`config.mk`:
```
export PLATFORM = sky130hd
export DESIGN_NAME = vga_text_writer_flat
export DESIGN_NICKNAME = d
export VERILOG_FILES = /design/src/rtl/vga_text_writer_if.sv /design/src/rtl/vga_text_writer.sv /design/src/flat_wrapper.sv
export SDC_FILE = /design/constraint.sdc
export NUM_CORES = 1
export LEC_CHECK = 0
export ABC_AREA = 1
export BUFFER_PORTS_ARGS = -buffer_cell sky130_fd_sc_hd__buf_2
export CORE_MARGIN = 3
export CORE_UTILIZATION = 45
export CTS_CLUSTER_DIAMETER = 50
export CTS_CLUSTER_SIZE = 8
export DETAILED_ROUTE_END_ITERATION = 8
export HOLD_SLACK_MARGIN = 0.15
export PLACE_DENSITY_LB_ADDON = 0.25
export SYNTH_ARGS = -nofsm -noshare
export SYNTH_HDL_FRONTEND = slang
export SYNTH_SLANG_ARGS = --single-unit
```
`constraint.sdc`:
```
create_clock -name pclk -period 2.2 [get_ports pclk]
set_input_delay 0.11 -clock pclk [delete_from_list [all_inputs] [get_ports pclk]]
set_output_delay 0.11 -clock pclk [all_outputs]
set_load 0.05 [all_outputs]
```
`src/rtl/vga_text_writer_if.sv`:
```
`default_nettype none
// +--------------------------------------------------------------------------+
// | Module   : vga_text_writer_if                                            |
// | Purpose  : Bundles the character-stream handshake, the VRAM write/read   |
// |            ports and the cursor/status outputs of vga_text_writer.       |
// | Ports    : in_valid/in_char/in_ready   - ASCII stream handshake         |
// |            vram_we/vram_waddr/vram_wdata - VRAM write port {row,col}    |
// |            vram_raddr/vram_rdata       - VRAM read port (scroll copy)   |
// |            cur_x/cur_y/busy            - cursor position and status     |
// | Modports : master - char source / VRAM side, slave - the text writer.   |
// | Revision : 1.0 - initial release                                         |
// +--------------------------------------------------------------------------+
interface vga_text_writer_if;
  logic        in_valid;
  logic [7:0]  in_char;
  logic        in_ready;
  logic        vram_we;
  logic [11:0] vram_waddr;
  logic [7:0]  vram_wdata;
  logic [11:0] vram_raddr;
  logic [7:0]  vram_rdata;
  logic [6:0]  cur_x;
  logic [4:0]  cur_y;
  logic        busy;

  modport master (
    output in_valid, in_char, vram_rdata,
    input  in_ready, vram_we, vram_waddr, vram_wdata, vram_raddr, cur_x, cur_y, busy
  );

  modport slave (
    input  in_valid, in_char, vram_rdata,
    output in_ready, vram_we, vram_waddr, vram_wdata, vram_raddr, cur_x, cur_y, busy
  );
endinterface
`default_nettype wire

```
`src/rtl/vga_text_writer.sv`:
```
`default_nettype none
// +--------------------------------------------------------------------------+
// | Module   : vga_text_writer                                               |
// | Purpose  : Writer side of the VGA text-mode display. Accepts an ASCII    |
// |            byte stream, keeps a cursor, handles CR/LF/BS, line wrap,    |
// |            clears the character VRAM after reset and handles the end    |
// |            of the screen.                                                |
// | Ports    : pclk  - pixel clock, all logic on the rising edge            |
// |            reset - synchronous, active-high                              |
// |            bus   - vga_text_writer_if.slave (stream, VRAM, cursor)      |
// | Options  : TERM_SCROLL_EN - when defined, end of screen scrolls the      |
// |            display up one row (COPY then CLEAR of the last row); when   |
// |            undefined, the cursor wraps to row 0 and only row 0 is       |
// |            cleared, and the VRAM read port is unused (raddr held at 0). |
// | Revision : 1.0 - initial release                                         |
// +--------------------------------------------------------------------------+
module vga_text_writer #(
  parameter int         COLS  = 70,
  parameter int         ROWS  = 30,
  parameter logic [7:0] BLANK = 8'h20
) (
  input wire logic          pclk,
  input wire logic          reset,
  vga_text_writer_if.slave  bus
);

  localparam logic [6:0] LAST_COL = 7'(COLS - 1);
  localparam logic [4:0] LAST_ROW = 5'(ROWS - 1);
  localparam logic [7:0] CH_BS    = 8'h08;
  localparam logic [7:0] CH_LF    = 8'h0A;
  localparam logic [7:0] CH_CR    = 8'h0D;

  typedef enum logic [1:0] {
    S_INIT  = 2'd0,
    S_IDLE  = 2'd1,
    S_COPY  = 2'd2,
    S_CLEAR = 2'd3
  } state_t;

  state_t      state_q;
  logic        in_ready_q;
  logic        busy_q;
  logic        we_q;
  logic [11:0] waddr_q;
  logic [7:0]  wdata_q;
  logic [6:0]  cur_x_q;
  logic [4:0]  cur_y_q;
  // Sweep counters shared by INIT, COPY (read address) and CLEAR.
  logic [6:0]  col_q;
  logic [4:0]  row_q;
  // Set once the final write of an INIT/CLEAR sweep has been issued, so the
  // machine only reopens the input after that write has left the port.
  logic        last_q;
`ifdef TERM_SCROLL_EN
  logic [11:0] raddr_q;
  // Current write carries read data straight from the VRAM read port.
  logic        copy_wr_q;
`endif

  logic accept;
  logic printable;
  logic line_adv;

  assign accept    = in_ready_q & bus.in_valid;
  assign printable = (bus.in_char >= 8'h20) && (bus.in_char <= 8'h7E);
  // Printing into the last column advances the line instead of incrementing.
  assign line_adv  = (bus.in_char == CH_LF) || (printable && (cur_x_q == LAST_COL));

  always_ff @(posedge pclk) begin
    if (reset) begin
      state_q    <= S_INIT;
      in_ready_q <= 1'b0;
      busy_q     <= 1'b1;
      we_q       <= 1'b0;
      waddr_q    <= '0;
      wdata_q    <= BLANK;
      cur_x_q    <= '0;
      cur_y_q    <= '0;
      col_q      <= '0;
      row_q      <= '0;
      last_q     <= 1'b0;
`ifdef TERM_SCROLL_EN
      raddr_q    <= '0;
      copy_wr_q  <= 1'b0;
`endif
    end else begin
      we_q <= 1'b0;
`ifdef TERM_SCROLL_EN
      copy_wr_q <= 1'b0;
`endif
      case (state_q)
        // INIT sweeps every row; CLEAR sweeps only row_q.
        S_INIT, S_CLEAR: begin
          if (last_q) begin
            state_q    <= S_IDLE;
            in_ready_q <= 1'b1;
            busy_q     <= 1'b0;
            last_q     <= 1'b0;
          end else begin
            we_q    <= 1'b1;
            waddr_q <= {row_q, col_q};
            wdata_q <= BLANK;
            if (col_q == LAST_COL) begin
              col_q <= '0;
              if ((state_q == S_CLEAR) || (row_q == LAST_ROW)) begin
                last_q <= 1'b1;
              end else begin
                row_q <= row_q + 5'd1;
              end
            end else begin
              col_q <= col_q + 7'd1;
            end
          end
        end

        S_IDLE: begin
          if (accept) begin
            if (printable) begin
              we_q    <= 1'b1;
              waddr_q <= {cur_y_q, cur_x_q};
              wdata_q <= bus.in_char;
            end

            if (line_adv) begin
              cur_x_q <= '0;
              if (cur_y_q != LAST_ROW) begin
                cur_y_q <= cur_y_q + 5'd1;
              end else begin
                in_ready_q <= 1'b0;
                busy_q     <= 1'b1;
                col_q      <= '0;
                last_q     <= 1'b0;
`ifdef TERM_SCROLL_EN
                state_q    <= S_COPY;
                row_q      <= 5'd1;
                raddr_q    <= {5'd1, 7'd0};
`else
                state_q    <= S_CLEAR;
                row_q      <= '0;
                cur_y_q    <= '0;
`endif
              end
            end else if (printable) begin
              cur_x_q <= cur_x_q + 7'd1;
            end else if (bus.in_char == CH_CR) begin
              cur_x_q <= '0;
            end else if ((bus.in_char == CH_BS) && (cur_x_q != 7'd0)) begin
              cur_x_q <= cur_x_q - 7'd1;
              we_q    <= 1'b1;
              waddr_q <= {cur_y_q, cur_x_q - 7'd1};
              wdata_q <= BLANK;
            end
          end
        end

`ifdef TERM_SCROLL_EN
        // raddr_q presents cell (row_q,col_q); its data arrives next cycle and
        // is written one row up in that same cycle.
        S_COPY: begin
          we_q      <= 1'b1;
          copy_wr_q <= 1'b1;
          waddr_q   <= {row_q - 5'd1, col_q};
          if (col_q == LAST_COL) begin
            col_q <= '0;
            if (row_q == LAST_ROW) begin
              // row_q stays on the last row, which CLEAR blanks next.
              state_q <= S_CLEAR;
            end else begin
              row_q   <= row_q + 5'd1;
              raddr_q <= {row_q + 5'd1, 7'd0};
            end
          end else begin
            col_q   <= col_q + 7'd1;
            raddr_q <= {row_q, col_q + 7'd1};
          end
        end
`endif

        default: begin
          state_q <= S_INIT;
        end
      endcase
    end
  end

  assign bus.in_ready   = in_ready_q;
  assign bus.busy       = busy_q;
  assign bus.vram_we    = we_q;
  assign bus.vram_waddr = waddr_q;
  assign bus.cur_x      = cur_x_q;
  assign bus.cur_y      = cur_y_q;

`ifdef TERM_SCROLL_EN
  assign bus.vram_wdata = copy_wr_q ? bus.vram_rdata : wdata_q;
  assign bus.vram_raddr = raddr_q;
`else
  assign bus.vram_wdata = wdata_q;
  assign bus.vram_raddr = '0;
  logic unused_rdata;
  assign unused_rdata = ^bus.vram_rdata;
`endif

endmodule
`default_nettype wire

```
`src/flat_wrapper.sv`:
```
// flat-port wrapper written by rule: the top's interface ports become plain ports
module vga_text_writer_flat 
#(
  parameter int         COLS  = 70,
  parameter int         ROWS  = 30,
  parameter logic [7:0] BLANK = 8'h20
)
  (pclk, reset, bus_in_valid, bus_in_char, bus_vram_rdata, bus_in_ready, bus_vram_we, bus_vram_waddr, bus_vram_wdata, bus_vram_raddr, bus_cur_x, bus_cur_y, bus_busy);
  vga_text_writer_if bus_i ();
  input wire logic pclk;
  input wire logic reset;
  input wire logic [$bits(bus_i.in_valid)-1:0] bus_in_valid;
  input wire logic [$bits(bus_i.in_char)-1:0] bus_in_char;
  input wire logic [$bits(bus_i.vram_rdata)-1:0] bus_vram_rdata;
  output wire logic [$bits(bus_i.in_ready)-1:0] bus_in_ready;
  output wire logic [$bits(bus_i.vram_we)-1:0] bus_vram_we;
  output wire logic [$bits(bus_i.vram_waddr)-1:0] bus_vram_waddr;
  output wire logic [$bits(bus_i.vram_wdata)-1:0] bus_vram_wdata;
  output wire logic [$bits(bus_i.vram_raddr)-1:0] bus_vram_raddr;
  output wire logic [$bits(bus_i.cur_x)-1:0] bus_cur_x;
  output wire logic [$bits(bus_i.cur_y)-1:0] bus_cur_y;
  output wire logic [$bits(bus_i.busy)-1:0] bus_busy;
  assign bus_i.in_valid = bus_in_valid;
  assign bus_i.in_char = bus_in_char;
  assign bus_i.vram_rdata = bus_vram_rdata;
  assign bus_in_ready = bus_i.in_ready;
  assign bus_vram_we = bus_i.vram_we;
  assign bus_vram_waddr = bus_i.vram_waddr;
  assign bus_vram_wdata = bus_i.vram_wdata;
  assign bus_vram_raddr = bus_i.vram_raddr;
  assign bus_cur_x = bus_i.cur_x;
  assign bus_cur_y = bus_i.cur_y;
  assign bus_busy = bus_i.busy;
  vga_text_writer #(.COLS(COLS), .ROWS(ROWS), .BLANK(BLANK)) u_core (.pclk(pclk), .reset(reset), .bus(bus_i));
endmodule
```
==> impl_metrics.env <==
export IMPL_track_usage_pct=20.7
export IMPL_grt_overflow_total=0
export IMPL_max_slew_margin_pct=44.5
export IMPL_grt_pass1_wl_um=15000
export IMPL_routed_wl_um=8750
export IMPL_post_cts_setup_buffers=0
export IMPL_fillers=772
export IMPL_setup_violations=0
export IMPL_power_leakage_nw=1.84
export IMPL_synthMuxAreaShare_pct=0
export IMPL_synthFlopType="dfxtp_1"
export IMPL_synth_most_common_cell="nand2_1"
export IMPL_cts_buffers_inserted=5
export IMPL_drive_above_1_share_pct=18.3
export IMPL_final_cell_area_um2=3920
export IMPL_area_delta_synth_final_pct=12.0
export IMPL_vias_per_cell=5.13
export IMPL_post_dp_hpwl_um=6460
export IMPL_diodes=0
export IMPL_cp_start_kind="input pin"
export IMPL_power_switching_w=0.000469
export IMPL_seq_area_frac_synth_pct=28.6
export IMPL_fin_tns_setup_ns=0
export IMPL_final_nets=618
export IMPL_row_count=31
export IMPL_finalHoldViolations=0
export IMPL_synth_adder_area_share_pct=4.65
export IMPL_yosys_area_share_simple_pct=40.6
export IMPL_fin_util_pct=52.9
export IMPL_io_buffers=45
export IMPL_cts_root_buf="clkbuf_8"
export IMPL_post_place_ws_ns=0.326
export IMPL_grt_max_degree=32
export IMPL_rsz0062_at_grt="no"
export IMPL_synthTopCellsByCount="126 x nand2_1, 82 x nor2_1, 50 x dfxtp_1"
export IMPL_p_clk_share_pct=37.8
export IMPL_initial_utilization_pct=47.2
export IMPL_fin_ws_ns=0.241
export IMPL_drtIter0Drc=164
export IMPL_fmax_mhz=511
export IMPL_synthXorXnorAreaFrac_pct=2.00
export IMPL_crit_fanout=31
export IMPL_coreArea_um2=7410
export IMPL_final_max_slew_viol_count=0
export IMPL_htree_levels=2
export IMPL_routabilityCongestion=0.886
export IMPL_fp_dieW_um=94.2
export IMPL_wl_per_cell_um=12.8
export IMPL_grt_pass1_vias=3216
export IMPL_period_share_pct=89.0
export IMPL_antenna_left=0
export IMPL_combPwrFrac_pct=10.9
export IMPL_synth_compound_area_share_pct=12.1
export IMPL_maxCapViolations=0
export IMPL_hold_class="in2reg"
export IMPL_netlist_instances=536
export IMPL_async_flop_share_pct=0
export IMPL_yosys_area_top_type="dfxtp_1"
export IMPL_ys_ff_latch=50
export IMPL_clkTransAtPathRegs_ns=0.09
export IMPL_io_pins=66
export IMPL_post_route_drc_count=0
export IMPL_vias=3513
export IMPL_cts_sinks=50
export IMPL_cp_end_kind="register"
export IMPL_synth_distinct_cells=40
export IMPL_die_h_um=94.2
export IMPL_clkLatencyLatePin_ns=0.31
export IMPL_cts_buffer_depth=2
export IMPL_cellPowerDensity_nw_per_um2=458
export IMPL_cts_tree="done"
export IMPL_worstMarginPinSlew_ns=0.832
export IMPL_p_seq_share_pct=51.3
export IMPL_skew_ns=0.00838
export IMPL_internal_power_w=0.00133
export IMPL_required_ns=2.40
export IMPL_dieArea_um2=8870
export IMPL_placed_area_um2=3750
export IMPL_synth_area_um2=3500
export IMPL_switching_share_pct=26.1
export IMPL_fin_crit_ns=1.96
export IMPL_arrival_ns=2.16
export IMPL_synth_edf_count=0
export IMPL_synth_top_area_share_pct=28.6
export IMPL_synth_area_top_cells="dfxtp_1 29%, nand2_1 14%, nor2_1 8.8%"
export IMPL_first_pass_iters=5
export IMPL_avgSynthCellArea_um2=6.53
export IMPL_synth_warnings=0
export IMPL_status="completed"
export IMPL_cts_resized=0
export IMPL_crit_type="in2reg"
export IMPL_synth_top_family_by_area="simple AND/OR/NAND/NOR gates"
export IMPL_antenna_found_initial=0
export IMPL_ir_drop_mv=0.237
## logic make-up (layout without fill, tap and decap cells)
kind of cell | Yosys count | after routing
other | 1 | 12
adders and majority gates | 13 | 13
xor gates and xnor gates | 8 | 8
buffers and inverters | 80 | 119
DFF | 50 | 50
and+or+nand+nor | 304 | 304
AOI/OAI and AO/OA | 80 | 80
## sequential cells by signal (all words and copies together) (netlist names)
signal	cells
u_core.bus.vram_wdata	8
u_core.bus.in_ready	1
u_core.bus.busy	1
u_core.bus.cur_x	7
u_core.bus.vram_waddr	12
u_core.bus.cur_y	5
u_core.state_q	2
u_core.col_q	7
u_core.last_q	1
u_core.bus.vram_we	1
u_core.row_q	5
## through the flow
step                total power, W  std cells  hold WS, ns
floorplan                  0.00112        547        0.236
global placement           0.00112        672        0.388
detailed placement         0.00113        672        0.401
CTS                        0.00180        685        0.239
global route               0.00187        685        0.267
finish                     0.00180        685        0.239
## worst max-delay path, cell delays in order
cell           delay (ns)
dlygate4sd3_1        0.54
buf_2                0.15
nand2_1              0.07
nor2_2               0.11
nand2_2              0.10
nand2_4              0.31
nand2_1              0.31
o21ai_0              0.25
nor2_1               0.06
nor2_1               0.09
nor2_1               0.05
## path summary, 6_finish.rpt
path / start / endpoint / slack [ns] / depth (start not counted)
worst min-delay path: reset / u_core.row_q[1] / 0.24 / 2
worst max-delay path: bus_in_char[0] / u_core.bus.vram_waddr[11] / 0.24 / 11
worst min register to register: u_core.bus.vram_wdata[7] / u_core.bus.vram_wdata[7] / 0.45 / 2
worst max register to register: u_core.bus.cur_x[0] / u_core.bus.vram_waddr[11] / 0.28 / 11
## layer usage
layer / GRT usage, % / up-vias / share of wire, %
met3: 3.13 / 10 / 4.7
li1: - / 1796 / -
met5: 0 / - / 0
met1: 26.0 / 1618 / 45
met2: 36.4 / 89 / 49
met4: 5.78 / 0 / 1.1
## timing repair
action	CTS	global route
hold buffers	6	0
hold endpoints to repair	6	0
endpoints found under the setup margin	0	0
## power by group through the flow
stage               Sequential, W  Clock (W)  Combinational (W)
global route             0.000923   0.000729           0.000217
CTS                      0.000921   0.000689           0.000194
global placement         0.000942          0           0.000183
detailed placement       0.000942          0           0.000185
finish                   0.000921   0.000679           0.000195
floorplan                0.000954          0           0.000165
## layout make-up
| type | instances | area (um^2) | area share [%] |
|---|---|---|---|
| flip-flops and latches | 50 | 1000 | 25.5 |
| repair buffers | 61 | 360 | 9.20 |
| well taps | 99 | 124 | 3.16 |
| clock buffers | 6 | 82.6 | 2.11 |
| inverters | 51 | 199 | 5.08 |
| multi-input cells | 417 | 2120 | 54.2 |
| clock inverters | 1 | 30.0 | 0.766 |
## cells in the final DEF (no fill, tap or decap), types with 2 or more instances in the layout
cell	n
inv_1	41
nand2_4	5
buf_4	10
dlygate4sd3_1	6
a21oi_1	34
nor2_4	3
nand3b_1	3
nor3b_1	2
conb_1	12
o21ai_0	36
ha_1	13
nor3_1	10
or2_0	2
nand2_2	8
nand3_1	38
a211oi_1	2
nor2_2	7
dfxtp_1	50
a31oi_1	2
o21ai_1	2
xnor2_1	2
nand2_1	126
nor2_1	82
nand3_2	2
nor4_1	2
inv_2	8
clkbuf_8	6
buf_2	45
nand4_1	8
o21ai_2	3
or2_2	2
xor2_1	6
(Power assumes the default switching activity.)
